<file path="src/rtl/imm_extend_pipe_pkg.sv">
// Shared definitions for the immediate/target generator: operation encodings
// and the default datapath widths that decode also uses.
package imm_extend_pipe_pkg;

    localparam int IMM_W = 17;
    localparam int XLEN  = 32;

    typedef enum logic [1:0] {
        EXT_SIGN  = 2'b00,
        EXT_ZERO  = 2'b01,
        EXT_PCREL = 2'b10,
        EXT_UPPER = 2'b11
    } ext_mode_e;

    // Top two bits of the widened PC sum: any set bit means the exact target
    // fell below zero or reached 2^OUT_W.
    function automatic logic pcrel_wrapped(input logic [1:0] sum_top);
        return |sum_top;
    endfunction

endpackage

</file>
<file path="src/rtl/imm_extend_pipe_ext_core.sv">
// Combinational immediate widener. PCREL yields the sign-extended offset; the
// PC add happens one stage later.
module ext_core
    import imm_extend_pipe_pkg::*;
#(
    parameter int IN_W  = IMM_W,
    parameter int OUT_W = XLEN
) (
    input  logic [IN_W-1:0]  imm,
    input  ext_mode_e        mode,
    output logic [OUT_W-1:0] ext
);

    localparam int PAD_W = OUT_W - IN_W;

    logic [OUT_W-1:0] sign_val;
    logic [OUT_W-1:0] zero_val;
    logic [OUT_W-1:0] upper_val;

    genvar gi;
    generate
        for (gi = 0; gi < OUT_W; gi++) begin : g_bit
            if (gi < IN_W) begin : g_low
                assign sign_val[gi] = imm[gi];
                assign zero_val[gi] = imm[gi];
            end else begin : g_high
                assign sign_val[gi] = imm[IN_W-1];
                assign zero_val[gi] = 1'b0;
            end

            // Upper mode places the immediate flush against the MSB.
            if (gi < PAD_W) begin : g_upper_pad
                assign upper_val[gi] = 1'b0;
            end else begin : g_upper_imm
                assign upper_val[gi] = imm[gi-PAD_W];
            end
        end
    endgenerate

    always_comb begin
        ext = sign_val;
        case (mode)
            EXT_SIGN:  ext = sign_val;
            EXT_ZERO:  ext = zero_val;
            EXT_PCREL: ext = sign_val;
            EXT_UPPER: ext = upper_val;
            default:   ext = sign_val;
        endcase
    end

endmodule

</file>
<file path="src/rtl/imm_extend_pipe.sv">
// Two-stage immediate/target generator with valid/ready flow control.
// Stage 1 widens the immediate; stage 2 adds the PC for PC-relative targets.
module imm_extend_pipe
    import imm_extend_pipe_pkg::*;
#(
    parameter int IN_W  = IMM_W,
    parameter int OUT_W = XLEN
) (
    input  logic             clock,
    input  logic             reset,
    input  logic             in_valid,
    output logic             in_ready,
    input  logic [1:0]       in_mode,
    input  logic [IN_W-1:0]  in_imm,
    input  logic [OUT_W-1:0] in_pc,
    output logic             out_valid,
    input  logic             out_ready,
    output logic [OUT_W-1:0] out_data,
    output logic             out_ovf
);

    localparam int SUM_W = OUT_W + 2;

    logic             s1_valid_reg, s1_valid_next;
    logic [OUT_W-1:0] s1_ext_reg,   s1_ext_next;
    ext_mode_e        s1_mode_reg,  s1_mode_next;
    logic [OUT_W-1:0] s1_pc_reg,    s1_pc_next;

    logic             s2_valid_reg, s2_valid_next;
    logic [OUT_W-1:0] s2_data_reg,  s2_data_next;
    logic             s2_ovf_reg,   s2_ovf_next;

    logic             adv1;
    logic             adv2;
    logic [OUT_W-1:0] ext_val;
    logic [SUM_W-1:0] pc_wide;
    logic [SUM_W-1:0] off_wide;
    logic [SUM_W-1:0] target_sum;
    logic [OUT_W-1:0] s2_result;
    logic             s2_result_ovf;

    ext_core #(
        .IN_W  (IN_W),
        .OUT_W (OUT_W)
    ) u_ext_core (
        .imm  (in_imm),
        .mode (ext_mode_e'(in_mode)),
        .ext  (ext_val)
    );

    assign adv2     = !s2_valid_reg || out_ready;
    assign adv1     = !s1_valid_reg || adv2;
    assign in_ready = adv1 && !reset;

    // Exact PC + 1 + offset; two guard bits expose both underflow and carry-out.
    assign pc_wide    = {2'b00, s1_pc_reg};
    assign off_wide   = {{2{s1_ext_reg[OUT_W-1]}}, s1_ext_reg};
    assign target_sum = pc_wide + off_wide + SUM_W'(1);

    always_comb begin
        s2_result     = s1_ext_reg;
        s2_result_ovf = 1'b0;
        if (s1_mode_reg == EXT_PCREL) begin
            s2_result     = target_sum[OUT_W-1:0];
            s2_result_ovf = pcrel_wrapped(target_sum[SUM_W-1:OUT_W]);
        end
    end

    always_comb begin
        s1_valid_next = s1_valid_reg;
        s1_ext_next   = s1_ext_reg;
        s1_mode_next  = s1_mode_reg;
        s1_pc_next    = s1_pc_reg;
        s2_valid_next = s2_valid_reg;
        s2_data_next  = s2_data_reg;
        s2_ovf_next   = s2_ovf_reg;

        if (adv1) begin
            s1_valid_next = in_valid;
            if (in_valid) begin
                s1_ext_next  = ext_val;
                s1_mode_next = ext_mode_e'(in_mode);
                s1_pc_next   = in_pc;
            end
        end

        // Output data only changes when a real item lands, so it holds across bubbles.
        if (adv2) begin
            s2_valid_next = s1_valid_reg;
            if (s1_valid_reg) begin
                s2_data_next = s2_result;
                s2_ovf_next  = s2_result_ovf;
            end
        end
    end

    always_ff @(posedge clock) begin
        if (reset) begin
            s1_valid_reg <= 1'b0;
            s2_valid_reg <= 1'b0;
            s2_data_reg  <= '0;
            s2_ovf_reg   <= 1'b0;
        end else begin
            s1_valid_reg <= s1_valid_next;
            s2_valid_reg <= s2_valid_next;
            s2_data_reg  <= s2_data_next;
            s2_ovf_reg   <= s2_ovf_next;
        end
    end

    always_ff @(posedge clock) begin
        s1_ext_reg  <= s1_ext_next;
        s1_mode_reg <= s1_mode_next;
        s1_pc_reg   <= s1_pc_next;
    end

    assign out_valid = s2_valid_reg;
    assign out_data  = s2_data_reg;
    assign out_ovf   = s2_ovf_reg;

endmodule

</file>
<file path="config.mk">
export PLATFORM = sky130hd
export DESIGN_NAME = imm_extend_pipe
export DESIGN_NICKNAME = d
export VERILOG_FILES = /design/src/rtl/imm_extend_pipe_pkg.sv /design/src/rtl/imm_extend_pipe_ext_core.sv /design/src/rtl/imm_extend_pipe.sv
export SDC_FILE = /design/constraint.sdc
export NUM_CORES = 1
export LEC_CHECK = 0
export BUFFER_PORTS_ARGS = -buffer_cell sky130_fd_sc_hd__buf_2
export CAP_MARGIN = 20
export CORE_ASPECT_RATIO = 0.75
export CORE_MARGIN = 4
export CORE_UTILIZATION = 45
export CTS_BUF_LIST = sky130_fd_sc_hd__clkbuf_8
export CTS_CLUSTER_DIAMETER = 80
export DETAILED_ROUTE_END_ITERATION = 16
export GPL_ROUTABILITY_DRIVEN = 1
export GPL_TIMING_DRIVEN = 0
export PLACE_DENSITY = 0.66
export SYNTH_ARGS = -nofsm -noshare
export SYNTH_HDL_FRONTEND = slang
export SYNTH_HIERARCHICAL = 1
export SYNTH_SLANG_ARGS = --single-unit
</file>
<file path="constraint.sdc">
create_clock -name clock -period 16.2 [get_ports clock]
set_input_delay 0.81 -clock clock [delete_from_list [all_inputs] [get_ports clock]]
set_output_delay 0.81 -clock clock [all_outputs]
set_load 0.005 [all_outputs]
</file>
==> flow_summary.yaml <==
sta:
  rsz0062_at_grt: "no"
  min_period_ns: 3.40
  slew_viol_final: 0
  worst_pin_slew_ns: 0.870
  hold_ws_ns: 0.458
  fin_crit_sh_pct: 21.0
  worst_slew_margin_rel_pct: 41.9
  setup_violations: 0
  finClkSkew_ns: 0.0158
  finalSetupTns_ns: 0
  hold_viol_final: 0
  fmax_mhz: 294
logic_synthesis:
  syn_avg_cell_area_um2: 10.5
  ys_seq_area_share_pct: 50.1
  synth_cell_types: 65
  synth_top_cell_by_area: "edfxtp_1"
  synth_area_um2: 5360
  synth.ff_latch_count: 101
  synthArstFlopShare_pct: 0
  synth.top_cell.area_share_pct: 37.0
  ys_top_cells_by_area: "edfxtp_1 37%, dfxtp_1 13%, ha_1 7.7%, nand2_1 4.1%, nor2_1 3.3%"
  synth_flop_cell: "edfxtp_1"
  yosys_warnings: 6
  synth_edf_count: 66
  synthCells: 510
  synth_fp_nets: 599
floorplanning:
  dieArea_um2: 13700
  rows: 34
  start_util_pct: 46.1
  die_x_um: 134
  core_um2: 11600
  ios: 90
  die_h_um: 102
critical_path:
  crit_fanout: 7
  endpoint_kind: "flop"
  startpoint: "s1_ext_reg[11]$_DFFE_PP_"
  r2r_start: "s1_ext_reg[11]$_DFFE_PP_"
  path_class: "flop to flop"
  cp.arrival_ns: 3.68
  worstPathRequired_ns: 16.47
  start_kind: "flop"
grt:
  overflow: 0
  grt_use_total_pct: 21.1
  grt_max_degree: 26
  grt_pass1_vias: 4135
  antenna_found_initial: 0
  grt_first_pass_wirelength_um: 21900
drt:
  drc: 0
  drt-vias-per-instance: 5.59
  drt_iter0_drc: 389
  ant_nets: 0
  vias: 4347
  wl_um: 14400
  dr.pass1.iters: 5
  wl_per_cell_um: 18.5
clocking:
  htree_levels: 3
  path_clk_slew_ns: 0.10
  cts_inserted_buffers: 9
  clockBufferDepth: 2
  cts_setup_buffers: 0
  cts_tree: "yes"
  cts-resized-gates: 0
  clkLatencyLatePin_ns: 0.38
  cts_num_sinks: 101
  ctsHoldBuffers: 0
  clock_tree.root_cell: "clkbuf_8"
worst_hold_path:
  hp-start: "out_data[14]$_SDFFE_PP0P_"
  hold_path_class: "flop to flop"
job:
  cap_violations: 0
finish:
  n_antenna_cell: 0
  drive_above_1_share_pct: 20.8
  area_delta_synth_final_pct: 16.3
  postLayoutCellArea_um2: 6230
  final_core_util_pct: 53.6
  num-nets-final: 700
place:
  dp_hpwl_um: 11000
  gp_congestion: 0.938
  dpl-instance-area_um2: 6060
  port_buffers: 88
power:
  p_per_area_nw_per_um2: 92.7
  power_mw: 0.577
  irDropWorstVdd_mv: 0.0408
  p_leak_nw: 2.65
status:
  run_status: "completed"
logic make-up (layout without fill, tap and decap cells):
group / count (synthesis) / after routing / synth area share [%]
AOI/OAI and AO/OA: 136 / 136 / 18.0
xor gates and xnor gates: 25 / 25 / 4.09
adders and majority gates: 34 / 34 / 8.08
buffers and inverters: 33 / 139 / 3.01
DFF: 101 / 101 / 50.1
muxes: 4 / 4 / 0.888
and+or+nand+nor: 177 / 177 / 15.8
routing by layer:
| metal | GRT usage, % | vias to the layer above | wire, um |
|---|---|---|---|
| li1 | - | 2083 | - |
| met1 | 30.6 | 2076 | 6990 |
| met2 | 30.8 | 163 | 6040 |
| met3 | 5.76 | 25 | 1080 |
| met4 | 6.72 | 0 | 283 |
| met5 | 0 | - | 0 |
cell type report:
class | instances | area, um^2
Inverter | 8 | 30.0
Buffer | 25 | 131
Multi-Input combinational cell | 376 | 2520
Sequential cell | 101 | 2680
Timing Repair Buffer | 90 | 488
Tap cell | 162 | 203
Clock inverter | 7 | 47.5
Clock buffer | 9 | 124
Fill cell | 1034 | 5390
cell usage after synthesis (3+ instances only):
| library cell | count |
|---|---|
| ha_1 | 33 |
| o211ai_1 | 5 |
| nor3_1 | 13 |
| a211oi_1 | 14 |
| a21oi_1 | 29 |
| o21ai_0 | 15 |
| nand2b_1 | 5 |
| buf_1 | 3 |
| or3_1 | 3 |
| a311oi_1 | 16 |
| nor2b_1 | 10 |
| nand3_1 | 6 |
| a31oi_1 | 7 |
| dfxtp_1 | 35 |
| a21boi_0 | 5 |
| clkbuf_1 | 16 |
| inv_1 | 8 |
| or2_2 | 3 |
| xor2_1 | 11 |
| edfxtp_1 | 66 |
| nand2_1 | 59 |
| xnor2_1 | 14 |
| nor2_1 | 47 |
| o21a_1 | 3 |
| a21o_1 | 23 |
| and2_1 | 15 |
placed cells by master (no fill, tap or decap), types with 16 or more instances in the layout:
cell type  instances
a311oi_1          16
nor2_1            47
buf_2             89
a21oi_1           29
nand2_1           59
edfxtp_1          66
a21o_1            23
clkbuf_1          16
dfxtp_1           35
ha_1              33
worst max-delay path, cell delays in order, from the launching register on:
cell and delay (ns):
edfxtp_1 0.50, ha_1 0.33, buf_2 0.16, a21oi_1 0.23, nand2_1 0.12, a221oi_2 0.29, nand3_2 0.15, a2111oi_4 0.34
nor2_2 0.13, a221o_1 0.42, a2111oi_0 0.38, mux2_1 0.20, nor2_1 0.04
report_power, final:
part           switching [mW]  internal (mW)  total (mW)
clock                  0.0900         0.0565       0.147
combinational          0.0717         0.0549       0.127
sequential             0.0112          0.293       0.304
final timing paths:
kind / depth (start not counted) / slack (ns) / endpoint
setup / recovery: 12 / 12.80 / out_ovf$_SDFFE_PP0P_
hold / removal: 2 / 0.46 / out_data[14]$_SDFFE_PP0P_
setup reg to reg: 12 / 12.80 / out_ovf$_SDFFE_PP0P_
hold reg to reg: 2 / 0.46 / out_data[14]$_SDFFE_PP0P_
through the flow:
stage,instances,setup WS [ns]
floorplan,510,9.90
global placement,760,7.58
finish,778,12.80
detailed placement,762,12.88
CTS,778,12.84
global route,778,12.56
Power figures use the tool's default switching activity.
